$ cat config.mk
export PLATFORM = sky130hd
export DESIGN_NAME = mult_ctrl
export DESIGN_NICKNAME = d
export VERILOG_FILES = /design/src/rtl/mult_ctrl.sv
export SDC_FILE = /design/constraint.sdc
export NUM_CORES = 1
export LEC_CHECK = 0
export BUFFER_PORTS_ARGS = -buffer_cell sky130_fd_sc_hd__buf_4
export CAP_MARGIN = 20
export CORE_ASPECT_RATIO = 0.5
export CORE_MARGIN = 10
export CORE_UTILIZATION = 47
export DETAILED_ROUTE_END_ITERATION = 10
export HOLD_SLACK_MARGIN = 0.03
export PLACE_DENSITY = 0.89
export SYNTH_ARGS = -nofsm -noshare
export SYNTH_HDL_FRONTEND = slang
export SYNTH_SLANG_ARGS = --single-unit
$ cat constraint.sdc
create_clock -name clk -period 2.1 [get_ports clk]
set_input_delay 0.315 -clock clk [delete_from_list [all_inputs] [get_ports clk]]
set_output_delay 0.315 -clock clk [all_outputs]
set_load 0.01 [all_outputs]
$ cat src/rtl/mult_ctrl.sv
// Sequencing controller for the shared 32-bit radix-4 multiplier unit.
// Holds one request's operands, runs the unit under a watchdog, and returns the result with a valid/ready handshake.
module mult_ctrl #(
    parameter int CNT_W   = 6,
    parameter int TIMEOUT = 40,
    parameter int TAG_W   = 5
) (
    input  logic             clk,
    input  logic             rst,
    input  logic             flush,
    input  logic             req_valid,
    output logic             req_ready,
    input  logic [31:0]      req_a,
    input  logic [31:0]      req_b,
    input  logic [TAG_W-1:0] req_tag,
    output logic             resp_valid,
    input  logic             resp_ready,
    output logic [31:0]      resp_data,
    output logic             resp_overflow,
    output logic [TAG_W-1:0] resp_tag,
    output logic             resp_timeout,
    output logic             busy,
    output logic             mul_rst,
    output logic [31:0]      mul_a,
    output logic [31:0]      mul_b,
    input  logic             mul_ready,
    input  logic [31:0]      mul_out,
    input  logic             mul_overflow
);

    typedef enum logic [1:0] {
        IDLE  = 2'd0,
        CLEAR = 2'd1,
        RUN   = 2'd2,
        DONE  = 2'd3
    } state_t;

    localparam logic [CNT_W-1:0] CNT_LAST = CNT_W'(TIMEOUT - 1);

    state_t             state_q, state_d;
    logic [31:0]        a_q, a_d;
    logic [31:0]        b_q, b_d;
    logic [TAG_W-1:0]   tag_q, tag_d;
    logic [CNT_W-1:0]   cnt_q, cnt_d;
    logic [31:0]        resp_data_q, resp_data_d;
    logic               resp_overflow_q, resp_overflow_d;
    logic               resp_timeout_q, resp_timeout_d;
    logic [TAG_W-1:0]   resp_tag_q, resp_tag_d;
    logic               resp_valid_q, resp_valid_d;

    logic               accept;
    logic               zero_op;

    assign req_ready     = (state_q == IDLE) && !flush;
    assign busy          = (state_q != IDLE);
    // The unit is only released from clear while actually computing.
    assign mul_rst       = (state_q != RUN);
    assign mul_a         = a_q;
    assign mul_b         = b_q;
    assign resp_valid    = resp_valid_q;
    assign resp_data     = resp_data_q;
    assign resp_overflow = resp_overflow_q;
    assign resp_timeout  = resp_timeout_q;
    assign resp_tag      = resp_tag_q;

    assign accept  = req_valid && req_ready;
    assign zero_op = (req_a == 32'd0) || (req_b == 32'd0);

    always_comb begin
        state_d         = state_q;
        a_d             = a_q;
        b_d             = b_q;
        tag_d           = tag_q;
        cnt_d           = cnt_q;
        resp_data_d     = resp_data_q;
        resp_overflow_d = resp_overflow_q;
        resp_timeout_d  = resp_timeout_q;
        resp_tag_d      = resp_tag_q;
        resp_valid_d    = resp_valid_q;

        if (flush) begin
            state_d        = IDLE;
            resp_valid_d   = 1'b0;
            resp_timeout_d = 1'b0;
        end else begin
            case (state_q)
                IDLE: begin
                    if (accept) begin
                        a_d   = req_a;
                        b_d   = req_b;
                        tag_d = req_tag;
                        if (zero_op) begin
                            // Product is trivially zero; answer without waking the unit.
                            resp_data_d     = 32'd0;
                            resp_overflow_d = 1'b0;
                            resp_timeout_d  = 1'b0;
                            resp_tag_d      = req_tag;
                            resp_valid_d    = 1'b1;
                            state_d         = DONE;
                        end else begin
                            state_d = CLEAR;
                        end
                    end
                end
                CLEAR: begin
                    cnt_d   = '0;
                    state_d = RUN;
                end
                RUN: begin
                    cnt_d = cnt_q + 1'b1;
                    if (mul_ready) begin
                        resp_data_d     = mul_out;
                        resp_overflow_d = mul_overflow;
                        resp_timeout_d  = 1'b0;
                        resp_tag_d      = tag_q;
                        resp_valid_d    = 1'b1;
                        state_d         = DONE;
                    end else if (cnt_q == CNT_LAST) begin
                        resp_data_d     = 32'd0;
                        resp_overflow_d = 1'b0;
                        resp_timeout_d  = 1'b1;
                        resp_tag_d      = tag_q;
                        resp_valid_d    = 1'b1;
                        state_d         = DONE;
                    end
                end
                DONE: begin
                    if (resp_valid_q && resp_ready) begin
                        resp_valid_d = 1'b0;
                        state_d      = IDLE;
                    end
                end
                default: begin
                    state_d = IDLE;
                end
            endcase
        end
    end

    always_ff @(posedge clk) begin
        if (rst) begin
            state_q         <= IDLE;
            a_q             <= '0;
            b_q             <= '0;
            tag_q           <= '0;
            cnt_q           <= '0;
            resp_data_q     <= '0;
            resp_overflow_q <= 1'b0;
            resp_timeout_q  <= 1'b0;
            resp_tag_q      <= '0;
            resp_valid_q    <= 1'b0;
        end else begin
            state_q         <= state_d;
            a_q             <= a_d;
            b_q             <= b_d;
            tag_q           <= tag_d;
            cnt_q           <= cnt_d;
            resp_data_q     <= resp_data_d;
            resp_overflow_q <= resp_overflow_d;
            resp_timeout_q  <= resp_timeout_d;
            resp_tag_q      <= resp_tag_d;
            resp_valid_q    <= resp_valid_d;
        end
    end

endmodule

==> results.py <==
metrics = {
    "synth": {
        "syn_inst": 561,
        "postSynthAreaPerCell_um2": 8.41,
        "synth_top_area_frac": 0.497,
        "synth_warnings": 0,
        "ys_top_cells_by_area": "dfxtp_1, nand2_1, mux2i_1",
        "synth_cell_types": 35,
        "yosysTopAreaCell": "dfxtp_1",
        "ys_ff_latch": 117,
        "syn-num-nets": 675,
        "ys_seq_area_frac": 0.497,
        "synth_area_um2": 4720,
    },
    "placement": {
        "place_ws_ns": -0.00963,
        "dp_hpwl_um": 11400,
        "gp_congestion": 0.840,
        "io_buffers": 214,
        "dpl.cell_count": 888,
        "placed_area_um2": 6480,
    },
    "die": {
        "pin_count": 215,
        "start_util": 0.491,
        "die-area_um2": 14700,
        "dieWidth_um": 162,
        "die_h_um": 90.8,
        "core_um2": 9600,
        "rows": 25,
    },
    "critical_path": {
        "slowest_delay_ns": 0.35,
        "required_ns": 2.39,
        "worstPathCellList": "inv_1, ha_1, and3b_2, nor2_2, nor4_4, buf_4, a21oi_1, nor3b_1",
        "cp_max_fo": 10,
        "cp.arrival_ns": 2.37,
        "slowest_stage": "dfxtp_1",
        "critPathLaunchType": "flop",
        "critPathKind": "reg -> reg",
        "end_kind": "flop",
    },
    "clock_network": {
        "cts_buffers": 17,
        "cts_max_path_buffers": 2,
        "root_buffer": "clkbuf_16",
        "ctsHoldBuffers": 0,
        "h-tree-depth": 4,
        "cts_tree": "done",
        "clkLatencyLatePin_ns": 0.40,
        "cts_sinks": 117,
        "post_cts_buffers": 0,
        "post_cts_resized": 0,
        "clkTransAtPathRegs_ns": 0.05,
    },
    "global_routing": {
        "grt.total_usage": 0.203,
        "antenna_found_initial": 0,
        "grt_first_pass_wirelength_um": 24300,
        "grt_start_max_net_pins": 70,
        "grt_pass1_vias": 4834,
        "grt_overflow": 0,
    },
    "timing": {
        "max_freq_ghz": 0.482,
        "hold_viol_final": 0,
        "fin_skew_ns": 0.00707,
        "fin_crit_sh": 0.989,
        "finalSetupTns_ns": 0,
        "fin_ws_ns": 0.0235,
        "max_slew_margin": 0.540,
        "holdWs_ns": 0.155,
        "setup_violations": 0,
        "rsz0062_at_grt": "yes",
        "worst_slew_pin_slew_ns": 0.691,
        "slew_viol_final": 0,
        "fin_crit_ns": 2.08,
    },
    "power_and_ir_drop": {
        "p_sw_mw": 1.32,
        "p_per_area_nw_per_um2": 836,
        "power.leakage_nw": 3.22,
        "peakVddDrop_v": 0.000585,
        "power_switching_share": 0.222,
        "power.share.clock": 0.508,
        "seq_power_share": 0.392,
        "pwr-share-comb": 0.100,
        "p_int_mw": 4.62,
    },
    "routing": {
        "wl_per_cell_um": 17.0,
        "vias": 4718,
        "routed_wl_um": 15600,
        "drt-initial-drc-count": 260,
        "dr.pass1.iters": 5,
        "detail-route-antenna-nets": 0,
        "vias_per_cell": 5.13,
        "drc": 0,
    },
    "cells_and_area": {
        "drive_above_1_share": 0.343,
        "syn2layout_area_growth_pct": 50.7,
        "n_fill_cell": 693,
        "fin_area_um2": 7110,
        "antenna_cells": 0,
        "final_common_cell": "buf_4",
        "fin_nets": 886,
        "layout.cells.non_filler": 919,
        "regArea_um2": 2340,
        "final_cell_mix": "buf_4, nand2_1, dfxtp_1",
        "multiInputGateArea_um2": 2210,
    },
    "job": {
        "drv_cap": 0,
    },
    "status": {
        "status": "complete, no violations",
    },
    "hold_path": {
        "hp-class": "in -> reg",
    },
}
==> Yosys cell counts, drive strengths merged <==
cell     count
a2111oi      1
a211oi       1
a21o         1
a21oi       76
a31o         1
and3         1
and3b        1
and4bb       1
buf          9
clkbuf      28
dfxtp      117
ha           6
inv          5
mux2i       40
nand2      180
nand2b      35
nand3        5
nand4        7
nor2        12
nor2b        1
nor3         1
nor3b        5
nor4        17
o2111ai      1
o21ai        2
o221ai       2
or3          1
xnor2        1
xor2         3
==> cell families (layout without fill, tap and decap cells) <==
group                    after synthesis  after routing  synth area share
flip-flops                           117            117             0.497
XOR/XNOR                               4              4           0.00743
AND/OR/NAND/NOR                      267            267             0.258
adder cells (fa/ha/maj)                6              6            0.0159
buffers and inverters                 42            265            0.0395
multiplexers                          40             40            0.0849
AO/OA/AOI/OAI                         85             85            0.0976
==> worst max-delay path: cells and delay by family, from the launching register on <==
family	cells	cell delay, ns
adders and majority gates	1	0.28
AOI/OAI and AO/OA	1	0.10
DFF	1	0.35
buffers and inverters	2	0.34
and+or+nand+nor	4	0.89
==> final cells by class <==
class,instances,share of cell area
sequential,117,0.330
timing repair buffer,229,0.247
clock buffer,21,0.0648
clock inverter,10,0.0217
tap,135,0.0238
multi-input combinational,402,0.311
inverter,5,0.00264
==> metal layers <==
metal / vias up / share of wire / global-route usage
met5: - / 0 / 0
met4: 0 / 0.029 / 0.0889
met3: 36 / 0.078 / 0.0755
met2: 174 / 0.52 / 0.369
met1: 2210 / 0.37 / 0.204
li1: 2298 / - / -
==> power groups by stage <==
stage	Combinational, mW	Sequential [mW]	Clock, mW
after CTS	0.591	2.33	3.06
after detailed placement	0.585	2.37	0
after floorplan	0.211	2.40	0
after global routing	0.644	2.33	3.17
after global placement	0.574	2.37	0
final	0.595	2.33	3.02
==> final timing paths <==
check                          start                  endpoint  slack [ns]  depth (start not counted)
max          state_q[1]$_SDFFE_PP0P_  resp_tag[4]$_SDFFE_PP0P_        0.02                          8
min                            flush   state_q[0]$_SDFFE_PP0P_        0.16                          2
max reg2reg  state_q[1]$_SDFFE_PP0P_  resp_tag[4]$_SDFFE_PP0P_        0.02                          8
min reg2reg   mul_a[11]$_SDFFE_PP0P_    mul_a[11]$_SDFFE_PP0P_        0.45                          2
==> flip-flops by register name (all words and copies together) (netlist names) <==
| register | cells |
|---|---|
| resp_tag | 5 |
| resp_overflow | 1 |
| mul_a | 32 |
| tag_q | 5 |
| resp_data | 32 |
| state_q | 2 |
| resp_timeout | 1 |
| cnt_q | 6 |
| resp_valid | 1 |
| mul_b | 32 |
==> metrics by stage <==
step	power, mW	util
final	5.94	0.740
after global routing	6.14	0.740
after CTS	5.97	0.739
after detailed placement	2.96	0.675
after global placement	2.94	0.675
after floorplan	2.61	-
Power figures use the tool's default switching activity.
